**config.mk**
```make
export PLATFORM = sky130hd
export DESIGN_NAME = hazard_ctrl_flat
export DESIGN_NICKNAME = d
export VERILOG_FILES = /design/src/rtl/hazard_pkg.sv /design/src/rtl/hazard_ctrl_if.sv /design/src/rtl/sat_counter.sv /design/src/rtl/hazard_ctrl.sv /design/src/flat_wrapper.sv
export SDC_FILE = /design/constraint.sdc
export NUM_CORES = 1
export LEC_CHECK = 0
export ABC_AREA = 1
export BUFFER_PORTS_ARGS = -buffer_cell sky130_fd_sc_hd__buf_2
export CAP_MARGIN = 40
export CORE_UTILIZATION = 35
export DETAILED_ROUTE_END_ITERATION = 10
export GPL_TIMING_DRIVEN = 0
export PLACE_DENSITY_LB_ADDON = 0.1
export SLEW_MARGIN = 0
export SYNTH_ARGS = -nofsm -noshare
export SYNTH_HDL_FRONTEND = slang
export SYNTH_SLANG_ARGS = --single-unit
```
**constraint.sdc**
```tcl
create_clock -name i_clk -period 4.4 [get_ports i_clk]
set_input_delay 0.88 -clock i_clk [delete_from_list [all_inputs] [get_ports i_clk]]
set_output_delay 0.88 -clock i_clk [all_outputs]
set_load 0.05 [all_outputs]
```
**src/rtl/hazard_pkg.sv**
```systemverilog
// Shared types for the pipeline hazard controller: forwarding selects,
// controller states and the width of the LSU busy-cycle counter.
package hazard_pkg;

  typedef enum logic [1:0] {
    FWD_RF    = 2'b00,
    FWD_EXMEM = 2'b01,
    FWD_MEMWB = 2'b10
  } fwd_sel_e;

  typedef enum logic {
    HZ_RUN     = 1'b0,
    HZ_MEMWAIT = 1'b1
  } hz_state_e;

  localparam int unsigned BUSY_W = 16;

  // The EX/MEM result is younger than the MEM/WB one, so it takes precedence.
  function automatic fwd_sel_e fwd_pick(logic exmem_hit, logic memwb_hit);
    if (exmem_hit) return FWD_EXMEM;
    if (memwb_hit) return FWD_MEMWB;
    return FWD_RF;
  endfunction

endpackage

```
**src/rtl/hazard_ctrl_if.sv**
```systemverilog
// Pipeline-register fields into the hazard controller and its stage controls out.
interface hazard_ctrl_if #(
  parameter int unsigned REG_AW = 5,
  parameter int unsigned CNT_W  = 32
);
  import hazard_pkg::*;

  logic [REG_AW-1:0] i_ifid_rs1;
  logic [REG_AW-1:0] i_ifid_rs2;
  logic              i_ifid_rs1_used;
  logic              i_ifid_rs2_used;
  logic [REG_AW-1:0] i_idex_rd;
  logic              i_idex_rdwren;
  logic              i_idex_is_load;
  logic [REG_AW-1:0] i_exmem_rd;
  logic              i_exmem_rdwren;
  logic [REG_AW-1:0] i_memwb_rd;
  logic              i_memwb_rdwren;
  logic              i_exmem_redirect;
  logic              i_lsu_busy;

  logic              o_pc_wren;
  logic              o_ifid_wren;
  logic              o_ifid_clear;
  logic              o_idex_wren;
  logic              o_idex_clear;
  logic              o_exmem_wren;
  logic              o_exmem_clear;
  logic              o_memwb_clear;
  fwd_sel_e          o_fwd_a;
  fwd_sel_e          o_fwd_b;
  logic [CNT_W-1:0]  o_stall_cnt;
  logic [CNT_W-1:0]  o_flush_cnt;
  logic              o_lsu_timeout;

  modport master (
    output i_ifid_rs1, i_ifid_rs2, i_ifid_rs1_used, i_ifid_rs2_used,
           i_idex_rd, i_idex_rdwren, i_idex_is_load,
           i_exmem_rd, i_exmem_rdwren, i_memwb_rd, i_memwb_rdwren,
           i_exmem_redirect, i_lsu_busy,
    input  o_pc_wren, o_ifid_wren, o_ifid_clear, o_idex_wren, o_idex_clear,
           o_exmem_wren, o_exmem_clear, o_memwb_clear, o_fwd_a, o_fwd_b,
           o_stall_cnt, o_flush_cnt, o_lsu_timeout
  );

  modport slave (
    input  i_ifid_rs1, i_ifid_rs2, i_ifid_rs1_used, i_ifid_rs2_used,
           i_idex_rd, i_idex_rdwren, i_idex_is_load,
           i_exmem_rd, i_exmem_rdwren, i_memwb_rd, i_memwb_rdwren,
           i_exmem_redirect, i_lsu_busy,
    output o_pc_wren, o_ifid_wren, o_ifid_clear, o_idex_wren, o_idex_clear,
           o_exmem_wren, o_exmem_clear, o_memwb_clear, o_fwd_a, o_fwd_b,
           o_stall_cnt, o_flush_cnt, o_lsu_timeout
  );

endinterface

```
**src/rtl/sat_counter.sv**
```systemverilog
// Up-counter that sticks at all-ones instead of wrapping; sync active-low clear.
module sat_counter #(
  parameter int unsigned W = 32
) (
  input  logic         clk,
  input  logic         clr_n,
  input  logic         en,
  output logic [W-1:0] q
);

  always_ff @(posedge clk) begin
    if (!clr_n) begin
      q <= '0;
    end else if (en && (q != '1)) begin
      q <= q + W'(1);
    end
  end

endmodule

```
**src/rtl/hazard_ctrl.sv**
```systemverilog
// Stall/flush/freeze and forwarding control for the 5-stage RV32I pipeline,
// with saturating perf counters and a sticky LSU-timeout flag.
module hazard_ctrl
  import hazard_pkg::*;
#(
  parameter int unsigned FWD_EN      = 0,
  parameter int unsigned RF_WR_FIRST = 1,
  parameter int unsigned REG_AW      = 5,
  parameter int unsigned CNT_W       = 32,
  parameter int unsigned TIMEOUT     = 255
) (
  input logic          i_clk,
  input logic          i_rst_n,
  hazard_ctrl_if.slave hz
);

  localparam logic [BUSY_W-1:0] BUSY_LAST = BUSY_W'(TIMEOUT - 1);

  hz_state_e         state;
  logic [BUSY_W-1:0] busy_cnt;
  logic              lsu_timeout;

  logic raw_idex, raw_exmem, raw_memwb;
  logic data_stall, freeze, stall_evt, flush_evt;

  function automatic logic src_hit(logic wren, logic [REG_AW-1:0] rd,
                                   logic [REG_AW-1:0] rs, logic used);
    return wren && (rd != '0) && used && (rd == rs);
  endfunction

  always_comb begin
    raw_idex  = src_hit(hz.i_idex_rdwren, hz.i_idex_rd, hz.i_ifid_rs1, hz.i_ifid_rs1_used)
              | src_hit(hz.i_idex_rdwren, hz.i_idex_rd, hz.i_ifid_rs2, hz.i_ifid_rs2_used);
    raw_exmem = src_hit(hz.i_exmem_rdwren, hz.i_exmem_rd, hz.i_ifid_rs1, hz.i_ifid_rs1_used)
              | src_hit(hz.i_exmem_rdwren, hz.i_exmem_rd, hz.i_ifid_rs2, hz.i_ifid_rs2_used);
    raw_memwb = src_hit(hz.i_memwb_rdwren, hz.i_memwb_rd, hz.i_ifid_rs1, hz.i_ifid_rs1_used)
              | src_hit(hz.i_memwb_rdwren, hz.i_memwb_rd, hz.i_ifid_rs2, hz.i_ifid_rs2_used);

    if (FWD_EN != 0) begin
      data_stall = raw_idex && hz.i_idex_is_load;
    end else begin
      data_stall = raw_idex || raw_exmem || ((RF_WR_FIRST == 0) && raw_memwb);
    end

    // Freeze depends only on the live busy input, so outputs are state-independent
    // and naturally follow the RUN rules while reset is held.
    freeze    = hz.i_lsu_busy;
    flush_evt = !freeze && hz.i_exmem_redirect;
    stall_evt = freeze || (!hz.i_exmem_redirect && data_stall);
  end

  always_comb begin
    hz.o_pc_wren     = 1'b1;
    hz.o_ifid_wren   = 1'b1;
    hz.o_ifid_clear  = 1'b0;
    hz.o_idex_wren   = 1'b1;
    hz.o_idex_clear  = 1'b0;
    hz.o_exmem_wren  = 1'b1;
    hz.o_exmem_clear = 1'b0;
    hz.o_memwb_clear = 1'b0;
    if (freeze) begin
      hz.o_pc_wren     = 1'b0;
      hz.o_ifid_wren   = 1'b0;
      hz.o_idex_wren   = 1'b0;
      hz.o_exmem_wren  = 1'b0;
      hz.o_memwb_clear = 1'b1;
    end else if (hz.i_exmem_redirect) begin
      hz.o_ifid_clear  = 1'b1;
      hz.o_idex_clear  = 1'b1;
      hz.o_exmem_clear = 1'b1;
    end else if (data_stall) begin
      hz.o_pc_wren     = 1'b0;
      hz.o_ifid_wren   = 1'b0;
      hz.o_idex_clear  = 1'b1;
    end
  end

  always_comb begin
    hz.o_fwd_a = FWD_RF;
    hz.o_fwd_b = FWD_RF;
    if (FWD_EN != 0) begin
      hz.o_fwd_a = fwd_pick(
        src_hit(hz.i_exmem_rdwren, hz.i_exmem_rd, hz.i_ifid_rs1, hz.i_ifid_rs1_used),
        src_hit(hz.i_memwb_rdwren, hz.i_memwb_rd, hz.i_ifid_rs1, hz.i_ifid_rs1_used));
      hz.o_fwd_b = fwd_pick(
        src_hit(hz.i_exmem_rdwren, hz.i_exmem_rd, hz.i_ifid_rs2, hz.i_ifid_rs2_used),
        src_hit(hz.i_memwb_rdwren, hz.i_memwb_rd, hz.i_ifid_rs2, hz.i_ifid_rs2_used));
    end
  end

  // busy_cnt counts MEMWAIT cycles already elapsed, so the flag rises at the
  // end of the TIMEOUT-th consecutive MEMWAIT cycle that is still busy.
  always_ff @(posedge i_clk) begin
    if (!i_rst_n) begin
      state       <= HZ_RUN;
      busy_cnt    <= '0;
      lsu_timeout <= 1'b0;
    end else begin
      case (state)
        HZ_RUN: begin
          busy_cnt <= '0;
          if (hz.i_lsu_busy) state <= HZ_MEMWAIT;
        end
        HZ_MEMWAIT: begin
          if (busy_cnt != '1) busy_cnt <= busy_cnt + BUSY_W'(1);
          if (hz.i_lsu_busy && (busy_cnt >= BUSY_LAST)) lsu_timeout <= 1'b1;
          if (!hz.i_lsu_busy) state <= HZ_RUN;
        end
        default: state <= HZ_RUN;
      endcase
    end
  end

  assign hz.o_lsu_timeout = lsu_timeout;

  sat_counter #(.W(CNT_W)) u_stall_cnt (
    .clk   (i_clk),
    .clr_n (i_rst_n),
    .en    (stall_evt),
    .q     (hz.o_stall_cnt)
  );

  sat_counter #(.W(CNT_W)) u_flush_cnt (
    .clk   (i_clk),
    .clr_n (i_rst_n),
    .en    (flush_evt),
    .q     (hz.o_flush_cnt)
  );

endmodule

```
**src/flat_wrapper.sv**
```systemverilog
// flat-port wrapper written by rule: the top's interface ports become plain ports
module hazard_ctrl_flat import hazard_pkg::*;
#(
  parameter int unsigned FWD_EN      = 0,
  parameter int unsigned RF_WR_FIRST = 1,
  parameter int unsigned REG_AW      = 5,
  parameter int unsigned CNT_W       = 32,
  parameter int unsigned TIMEOUT     = 255
)
  (i_clk, i_rst_n, hz_i_ifid_rs1, hz_i_ifid_rs2, hz_i_ifid_rs1_used, hz_i_ifid_rs2_used, hz_i_idex_rd, hz_i_idex_rdwren, hz_i_idex_is_load, hz_i_exmem_rd, hz_i_exmem_rdwren, hz_i_memwb_rd, hz_i_memwb_rdwren, hz_i_exmem_redirect, hz_i_lsu_busy, hz_o_pc_wren, hz_o_ifid_wren, hz_o_ifid_clear, hz_o_idex_wren, hz_o_idex_clear, hz_o_exmem_wren, hz_o_exmem_clear, hz_o_memwb_clear, hz_o_fwd_a, hz_o_fwd_b, hz_o_stall_cnt, hz_o_flush_cnt, hz_o_lsu_timeout);
  hazard_ctrl_if #(.REG_AW(REG_AW), .CNT_W(CNT_W)) hz_i ();
  input logic i_clk;
  input logic i_rst_n;
  input wire logic [$bits(hz_i.i_ifid_rs1)-1:0] hz_i_ifid_rs1;
  input wire logic [$bits(hz_i.i_ifid_rs2)-1:0] hz_i_ifid_rs2;
  input wire logic [$bits(hz_i.i_ifid_rs1_used)-1:0] hz_i_ifid_rs1_used;
  input wire logic [$bits(hz_i.i_ifid_rs2_used)-1:0] hz_i_ifid_rs2_used;
  input wire logic [$bits(hz_i.i_idex_rd)-1:0] hz_i_idex_rd;
  input wire logic [$bits(hz_i.i_idex_rdwren)-1:0] hz_i_idex_rdwren;
  input wire logic [$bits(hz_i.i_idex_is_load)-1:0] hz_i_idex_is_load;
  input wire logic [$bits(hz_i.i_exmem_rd)-1:0] hz_i_exmem_rd;
  input wire logic [$bits(hz_i.i_exmem_rdwren)-1:0] hz_i_exmem_rdwren;
  input wire logic [$bits(hz_i.i_memwb_rd)-1:0] hz_i_memwb_rd;
  input wire logic [$bits(hz_i.i_memwb_rdwren)-1:0] hz_i_memwb_rdwren;
  input wire logic [$bits(hz_i.i_exmem_redirect)-1:0] hz_i_exmem_redirect;
  input wire logic [$bits(hz_i.i_lsu_busy)-1:0] hz_i_lsu_busy;
  output wire logic [$bits(hz_i.o_pc_wren)-1:0] hz_o_pc_wren;
  output wire logic [$bits(hz_i.o_ifid_wren)-1:0] hz_o_ifid_wren;
  output wire logic [$bits(hz_i.o_ifid_clear)-1:0] hz_o_ifid_clear;
  output wire logic [$bits(hz_i.o_idex_wren)-1:0] hz_o_idex_wren;
  output wire logic [$bits(hz_i.o_idex_clear)-1:0] hz_o_idex_clear;
  output wire logic [$bits(hz_i.o_exmem_wren)-1:0] hz_o_exmem_wren;
  output wire logic [$bits(hz_i.o_exmem_clear)-1:0] hz_o_exmem_clear;
  output wire logic [$bits(hz_i.o_memwb_clear)-1:0] hz_o_memwb_clear;
  output wire logic [$bits(hz_i.o_fwd_a)-1:0] hz_o_fwd_a;
  output wire logic [$bits(hz_i.o_fwd_b)-1:0] hz_o_fwd_b;
  output wire logic [$bits(hz_i.o_stall_cnt)-1:0] hz_o_stall_cnt;
  output wire logic [$bits(hz_i.o_flush_cnt)-1:0] hz_o_flush_cnt;
  output wire logic [$bits(hz_i.o_lsu_timeout)-1:0] hz_o_lsu_timeout;
  assign hz_i.i_ifid_rs1 = hz_i_ifid_rs1;
  assign hz_i.i_ifid_rs2 = hz_i_ifid_rs2;
  assign hz_i.i_ifid_rs1_used = hz_i_ifid_rs1_used;
  assign hz_i.i_ifid_rs2_used = hz_i_ifid_rs2_used;
  assign hz_i.i_idex_rd = hz_i_idex_rd;
  assign hz_i.i_idex_rdwren = hz_i_idex_rdwren;
  assign hz_i.i_idex_is_load = hz_i_idex_is_load;
  assign hz_i.i_exmem_rd = hz_i_exmem_rd;
  assign hz_i.i_exmem_rdwren = hz_i_exmem_rdwren;
  assign hz_i.i_memwb_rd = hz_i_memwb_rd;
  assign hz_i.i_memwb_rdwren = hz_i_memwb_rdwren;
  assign hz_i.i_exmem_redirect = hz_i_exmem_redirect;
  assign hz_i.i_lsu_busy = hz_i_lsu_busy;
  assign hz_o_pc_wren = hz_i.o_pc_wren;
  assign hz_o_ifid_wren = hz_i.o_ifid_wren;
  assign hz_o_ifid_clear = hz_i.o_ifid_clear;
  assign hz_o_idex_wren = hz_i.o_idex_wren;
  assign hz_o_idex_clear = hz_i.o_idex_clear;
  assign hz_o_exmem_wren = hz_i.o_exmem_wren;
  assign hz_o_exmem_clear = hz_i.o_exmem_clear;
  assign hz_o_memwb_clear = hz_i.o_memwb_clear;
  assign hz_o_fwd_a = hz_i.o_fwd_a;
  assign hz_o_fwd_b = hz_i.o_fwd_b;
  assign hz_o_stall_cnt = hz_i.o_stall_cnt;
  assign hz_o_flush_cnt = hz_i.o_flush_cnt;
  assign hz_o_lsu_timeout = hz_i.o_lsu_timeout;
  hazard_ctrl #(.FWD_EN(FWD_EN), .RF_WR_FIRST(RF_WR_FIRST), .REG_AW(REG_AW), .CNT_W(CNT_W), .TIMEOUT(TIMEOUT)) u_core (.i_clk(i_clk), .i_rst_n(i_rst_n), .hz(hz_i));
endmodule
```
==> results of run 1 <==
## metal layers
metal,GRT usage,vias up
met1,0.276,2653
met2,0.330,152
met4,0.0678,0
li1,-,3189
met3,0.0277,14
met5,0,-
## cells by family after synthesis
logic type                 synth area share
AOI/OAI and AO/OA                    0.0717
xor gates and xnor gates             0.0448
adders and majority gates           0.00883
buffers and inverters                 0.151
DFF                                   0.290
other                              0.000661
and+or+nand+nor                       0.433
## stage by stage
step	power, uW	instances	hold slack (ns)	area, um^2	util
after floorplan	908	957	0.443	5680	-
after global placement	968	1272	0.474	6450	0.407
after detailed placement	969	1272	0.465	6450	0.407
after CTS	1760	1288	0.482	6750	0.426
after global routing	1810	1288	0.516	6750	0.426
final	1730	1288	0.481	6750	0.426
## path summary, 6_finish.rpt
path	from	end	slack, ns	cells past startpoint
setup reg to reg	u_core.u_flush_cnt.q[1]	u_core.u_flush_cnt.q[24]	2.13	9
setup / recovery	hz_i_idex_rd[3]	hz_o_pc_wren	1.08	10
hold reg to reg	u_core.busy_cnt[15]	u_core.busy_cnt[15]	0.48	1
hold / removal	u_core.busy_cnt[15]	u_core.busy_cnt[15]	0.48	1
## flip-flops by register name, indices dropped and copies added (netlist names)
signal / flops
u_core.u_stall_cnt.q: 32
u_core.u_flush_cnt.q: 32
u_core.state: 1
u_core.busy_cnt: 16
u_core.hz.o_lsu_timeout: 1
## synth_stat cells, drive strengths merged
| cell type | count |
|---|---|
| dfxtp | 82 |
| inv | 158 |
| o21ai | 23 |
| nor3 | 27 |
| nor3b | 1 |
| xor2 | 16 |
| nor4 | 3 |
| a21oi | 41 |
| clkinv | 11 |
| xnor2 | 13 |
| nand4 | 48 |
| buf | 26 |
| conb | 1 |
| or2 | 2 |
| clkbuf | 11 |
| nand2 | 291 |
| nor2 | 122 |
| a31oi | 5 |
| ha | 4 |
| nand3 | 64 |
| o211ai | 2 |
| a32o | 1 |
| nand3b | 2 |
## final cells by class
class | instances | area, um^2 | area share
plain buffers | 37 | 224 | 0.0332
clock buffers | 14 | 264 | 0.0391
clock inverters | 2 | 35.0 | 0.00519
inverters | 169 | 634 | 0.0940
multi-input cells | 669 | 3180 | 0.472
flip-flops and latches | 82 | 1640 | 0.243
well taps | 216 | 270 | 0.0401
repair buffers | 99 | 495 | 0.0735
## where the power goes
group,switching [uW],internal [uW],leakage (uW)
Combinational,140,54.4,0.00246
Sequential,8.74,748,0.000662
Clock,311,471,0.000147
Total,459,1270,0.00327
## critical path, cell delays in order
cell,delay [ns]
buf_2,0.11
inv_1,0.13
nand4_1,0.12
o21ai_0,0.15
inv_1,0.05
nand2_1,0.08
nand3_1,0.29
nand2_1,0.25
buf_4,0.13
buf_2,0.24
==> insert_results.sql, run 1 <==
INSERT INTO impl_metrics (metric_group, metric, value, unit) VALUES
('placement', 'gp_congestion', '0.877', ''),
('timing', 'fin_ws', '1.08', 'ns'),
('worst_setup_path', 'end_kind', 'output pin', ''),
('timing', 'max_clock_freq', '301', 'MHz'),
('worst_hold_path', 'holdCritPathClass', 'flop to flop', ''),
('power', 'power-per-cell-area', '257', 'mW/mm^2'),
('synthesis', 'synth_largest_area_cell', 'dfxtp_1', ''),
('drt', 'drt-initial-drc-count', '359', ''),
('synthesis', 'ys_seq_elements', '82', ''),
('global_route', 'gr-total-overflow', '0', ''),
('timing', 'hold_viol', '0', ''),
('clock_tree', 'cts_made_buffers', '9', ''),
('synthesis', 'mappedNetlistArea', '0.00567', 'mm^2'),
('drt', 'dr.pass1.iters', '7', ''),
('drt', 'highest-signal-layer', 'met4', ''),
('placement', 'io_buffers', '99', ''),
('flow_run', 'maxCapViolations', '0', ''),
('clock_tree', 'clock_insertion_delay_worst_skew', '0.34', 'ns'),
('clock_tree', 'path_clk_slew', '0.06', 'ns'),
('clock_tree', 'cts_resized', '0', ''),
('global_route', 'via_count_of_the_first_global_routing_pass', '5397', ''),
('timing', 'fin_skew', '0.00601', 'ns'),
('floorplan', 'fp-row-count', '46', ''),
('synthesis', 'syn-mean-instance-area', '5.94', 'um^2'),
('worst_setup_path', 'cp_max_fo', '8', ''),
('floorplan', 'initial_core_util', '0.358', ''),
('finish', 'layout-area-overhead-vs-synth', '19.0', '%'),
('floorplan', 'fp.coreArea', '0.0158', 'mm^2'),
('drt', 'routedWlPerCell', '12.6', 'um'),
('worst_setup_path', 'required_time_of_the_critical_path', '3.52', 'ns'),
('clock_tree', 'cts.repair_timing.setup_buffer_count', '0', ''),
('clock_tree', 'cts_tree', 'done', ''),
('drt', 'route.detailed.drc', '0', ''),
('floorplan', 'die_ht', '129', 'um'),
('power', 'p_leak', '0.00327', 'uW'),
('timing', 'rsz0062_at_grt', 'no', ''),
('placement', 'hpwl', '12.5', 'mm'),
('synthesis', 'synth.area.top_cells', 'dfxtp_1 29%, nand2_1 18%, inv_1 10%', ''),
('synthesis', 'synthDominantCellAreaShare', '0.290', ''),
('clock_tree', 'cts.root.buffer_cell', 'clkbuf_16', ''),
('drt', 'met2RoutedLength', '7.38', 'mm'),
('timing', 'crit_share_post_route', '0.755', ''),
('global_route', 'grt_antenna_before_repair', '0', ''),
('timing', 'slew-limit-headroom', '0.512', ''),
('floorplan', 'die-width', '129', 'um'),
('timing', 'totalNegativeSetupSlack', '0', 'ns'),
('synthesis', 'yosysSeqAreaShare', '0.290', ''),
('drt', 'detail-route-antenna-nets', '0', ''),
('clock_tree', 'maximum_number_of_buffers_from_clock_root_to_sink', '2', ''),
('timing', 'drv_slew', '0', ''),
('finish', 'antenna_cells_inserted', '0', ''),
('global_route', 'grt_start_max_net_pins', '13', ''),
('worst_setup_path', 'setup.worst_path.start_class', 'primary input', ''),
('worst_setup_path', 'critical_path_class', 'primary input to output pin', ''),
('clock_tree', 'number_of_clock_sinks', '82', ''),
('power', 'ir_worst_vdd', '0.167', 'mV'),
('drt', 'total_wire_length', '16.3', 'mm'),
('finish', 'nNetsFinal', '1106', ''),
('finish', 'layout.cells.most_common_list', '279 x nand2_1, 153 x inv_1, 115 x nor2_1', ''),
('worst_setup_path', 'timing.critical_path.arrival', '2.44', 'ns'),
('clock_tree', 'ctsHoldBuffers', '0', ''),
('drt', 'drt-met1-wl', '8.03', 'mm'),
('global_route', 'wire_length_of_the_first_global_routing_pass', '26.8', 'mm'),
('timing', 'min_period', '3.32', 'ns'),
('drt', 'wl_met3', '678', 'um'),
('synthesis', 'post_synth_inst_count', '954', ''),
('placement', 'dp_slack', '1.06', 'ns'),
('drt', 'route.vias.total', '6008', ''),
('floorplan', 'dieArea', '0.0167', 'mm^2'),
('finish', 'final_common_cell', 'nand2_1', ''),
('finish', 'post_route_cells_drive_above_1_share', '0.161', ''),
('timing', 'finalSetupViolCount', '0', ''),
('floorplan', 'boundaryPins', '112', ''),
('outcome', 'outcome', 'finished, final reports clean', ''),
('clock_tree', 'htree_num_levels', '3', ''),
('timing', 'worstMarginPinSlew', '0.729', 'ns'),
('drt', 'routed_via_density', '4.66', ''),
('finish', 'final.fill_count', '1766', ''),
('synthesis', 'synth.distinct_cells', '34', ''),
('global_route', 'gr-usage-all-layers', '0.203', ''),
('synthesis', 'yosysWarnings', '0', '');
Power figures use the tool's default switching activity.
==> run 2, diff against run 1 <==
Clock period 4.4 ns to 3.1 ns, I/O delays scaled along.
==> run 2 against run 1 <==
Utilization down 0.079 points. First-iteration DRC count down 21%. Critical path depth unchanged. Worst hold slack worse by 0.0097 ns. Largest power group is now sequential cells.
==> insert_results.sql, run 2 (same netlist as run 1, synthesis figures left out) <==
INSERT INTO impl_metrics (metric_group, metric, value, unit) VALUES
('outcome', 'outcome', 'finished, final reports clean', ''),
('clock_tree', 'cts_resized', '0', ''),
('power', 'clkPwrFrac', '0.439', ''),
('timing', 'fin_skew', '0.00853', 'ns'),
('timing', 'crit_share_post_route', '0.907', ''),
('clock_tree', 'htree_num_levels', '3', ''),
('global_route', 'grt_antenna_before_repair', '0', ''),
('worst_setup_path', 'required_time_of_the_critical_path', '2.48', 'ns'),
('timing', 'hold_viol', '0', ''),
('worst_setup_path', 'timing.reg2reg.worst_path_depth', '12', ''),
('drt', 'total_wire_length', '15.8', 'mm'),
('placement', 'placed_cells_incl_taps', '1272', ''),
('floorplan', 'die_ht', '129', 'um'),
('power', 'sw_frac_of_total', '0.273', ''),
('placement', 'hpwl', '12.4', 'mm'),
('flow_run', 'maxCapViolations', '0', ''),
('clock_tree', 'clock_insertion_delay_worst_skew', '0.34', 'ns'),
('power', 'seq_power_share', '0.447', ''),
('drt', 'route.vias.total', '5928', ''),
('worst_setup_path', 'setup.worst_path.end', 'hz_o_pc_wren', ''),
('finish', 'antenna_cells_inserted', '0', ''),
('worst_setup_path', 'critical_path_class', 'primary input to output pin', ''),
('timing', 'min_period', '2.81', 'ns'),
('placement', 'io_buffers', '99', ''),
('timing', 'rsz0062_at_grt', 'no', ''),
('finish', 'final_common_cell', 'nand2_1', ''),
('global_route', 'gr-total-overflow', '0', ''),
('finish', 'largest_registers', 'u_core.u_flush_cnt.q: 32 flops, u_core.u_stall_cnt.q: 32 flops, u_core.busy_cnt: 16 flops', ''),
('global_route', 'grt_start_max_net_pins', '13', ''),
('drt', 'routed_via_density', '4.60', ''),
('finish', 'post_route_cells_drive_above_1_share', '0.163', ''),
('floorplan', 'die-width', '129', 'um'),
('clock_tree', 'maximum_number_of_buffers_from_clock_root_to_sink', '2', ''),
('timing', 'slew-limit-headroom', '0.603', ''),
('worst_hold_path', 'holdCritPathClass', 'flop to flop', ''),
('power', 'netSwitchingPower', '655', 'uW'),
('worst_setup_path', 'family_with_the_most_delay_on_the_worst_path', 'simple AND/OR/NAND/NOR gates', ''),
('global_route', 'gr-usage-all-layers', '0.200', ''),
('worst_setup_path', 'worst_r2r_end', 'u_core.u_flush_cnt.q[7]', ''),
('clock_tree', 'number_of_clock_sinks', '82', ''),
('worst_setup_path', 'cp_max_fo', '8', ''),
('timing', 'worstMarginPinSlew', '0.595', 'ns'),
('clock_tree', 'ctsHoldBuffers', '0', ''),
('power', 'p_leak', '0.00327', 'uW'),
('clock_tree', 'cts.root.buffer_cell', 'clkbuf_16', ''),
('worst_setup_path', 'cp.depth', '10', ''),
('worst_setup_path', 'crit_path_start', 'hz_i_idex_rd[3]', ''),
('power', 'intPower', '1750', 'uW'),
('worst_setup_path', 'worst_path_largest_cell_delay', '0.28', 'ns'),
('global_route', 'via_count_of_the_first_global_routing_pass', '5456', ''),
('drt', 'routedWlPerCell', '12.2', 'um'),
('worst_setup_path', 'reg2reg_slack', '0.89', 'ns'),
('global_route', 'wire_length_of_the_first_global_routing_pass', '26.5', 'mm'),
('clock_tree', 'cts.repair_timing.setup_buffer_count', '0', ''),
('drt', 'detail-route-antenna-nets', '0', ''),
('worst_hold_path', 'hp-start', 'u_core.hz.o_lsu_timeout', ''),
('drt', 'drt-initial-drc-count', '285', ''),
('floorplan', 'fp.coreArea', '0.0158', 'mm^2'),
('clock_tree', 'cts_made_buffers', '9', ''),
('finish', 'nNetsFinal', '1106', ''),
('worst_setup_path', 'timing.critical_path.arrival', '2.19', 'ns'),
('floorplan', 'boundaryPins', '112', ''),
('worst_setup_path', 'end_kind', 'output pin', ''),
('placement', 'gp_congestion', '0.886', ''),
('power', 'power-per-cell-area', '357', 'mW/mm^2'),
('timing', 'drv_slew', '0', ''),
('floorplan', 'dieArea', '0.0167', 'mm^2'),
('timing', 'totalNegativeSetupSlack', '0', 'ns'),
('finish', 'layout-area-overhead-vs-synth', '18.8', '%'),
('finish', 'final-instance-count-excl-fill', '1288', ''),
('worst_setup_path', 'setup.worst_path.start_class', 'primary input', ''),
('worst_setup_path', 'critPathBufInv', '5', ''),
('power', 'ir_worst_vdd', '0.306', 'mV'),
('power', 'comb_pwr_share', '0.115', ''),
('clock_tree', 'cts_tree', 'done', ''),
('drt', 'route.detailed.drc', '0', ''),
('drt', 'dr.pass1.iters', '5', ''),
('clock_tree', 'path_clk_slew', '0.06', 'ns'),
('finish', 'layout.cells.most_common_list', '279 x nand2_1, 153 x inv_1, 114 x nor2_1', ''),
('worst_setup_path', 'worstPathCellList', 'buf_2, inv_1, nand4_1, o21ai_0, inv_1, nand2_1, nand3_1, nand2_1, buf_4, buf_2', ''),
('worst_setup_path', 'timing.rr.start', 'u_core.u_flush_cnt.q[1]', ''),
('floorplan', 'fp-row-count', '46', ''),
('timing', 'finalSetupViolCount', '0', ''),
('floorplan', 'initial_core_util', '0.358', ''),
('timing', 'max_clock_freq', '356', 'MHz'),
('worst_setup_path', 'highest_delay_cell_along_the_critical_path', 'nand3_1', '');
[run 2: changes by cell type in the layout (fill, tap and decap cells not counted), sizes merged]
cell / delta
bufinv: -1
clkinv: +1
[run 2: worst reg2reg max path: cells and delay by family, from the launching register on]
kind / cells / cell delay, ns
compound gates: 1 / 0.04
fa+ha+maj: 1 / 0.29
flops: 1 / 0.43
buf+inv: 5 / 0.58
simple gates: 5 / 0.74
[run 2: worst min-delay path by stage]
stage	cells past startpoint	endpoint	slack, ns
after floorplan	1	u_core.busy_cnt[15]	0.44
after global placement	1	u_core.hz.o_lsu_timeout	0.46
after detailed placement	1	u_core.hz.o_lsu_timeout	0.47
after CTS	1	u_core.hz.o_lsu_timeout	0.48
after global routing	1	u_core.hz.o_lsu_timeout	0.50
final	1	u_core.hz.o_lsu_timeout	0.47
[run 2: final cells by class]
cell class,instances,area (um^2)
Fill cell,1759,9090
Inverter,169,634
Timing Repair Buffer,99,495
Tap cell,216,270
Clock buffer,14,274
Multi-Input combinational cell,669,3180
Clock inverter,2,10.0
Buffer,37,224
Sequential cell,82,1640
[run 2: per-stage QoR]
stage | hold slack [ns] | utilization | setup WS (ns) | instance area (um^2) | power, uW
after floorplan | 0.443 | - | 0.368 | 5680 | 1290
after global placement | 0.463 | 0.407 | 0.298 | 6450 | 1370
after detailed placement | 0.468 | 0.407 | 0.279 | 6450 | 1380
after CTS | 0.482 | 0.425 | 0.275 | 6730 | 2440
after global routing | 0.498 | 0.425 | 0.144 | 6730 | 2510
final | 0.471 | 0.425 | 0.289 | 6730 | 2400
[run 2: power by group through the flow]
stage	clock network (uW)	logic, uW	registers (uW)
6_report	1050	276	1070
5_1_grt	1130	308	1070
4_1_cts	1090	280	1070
3_5_place_dp	0	279	1100
3_3_place_gp	0	278	1100
2_1_floorplan	0	171	1120
[run 2: layer usage]
layer | GRT usage | share of wire
met2 | 0.339 | 0.46
met4 | 0.0644 | 0.014
met5 | 0 | 0
met1 | 0.262 | 0.49
met3 | 0.0260 | 0.037
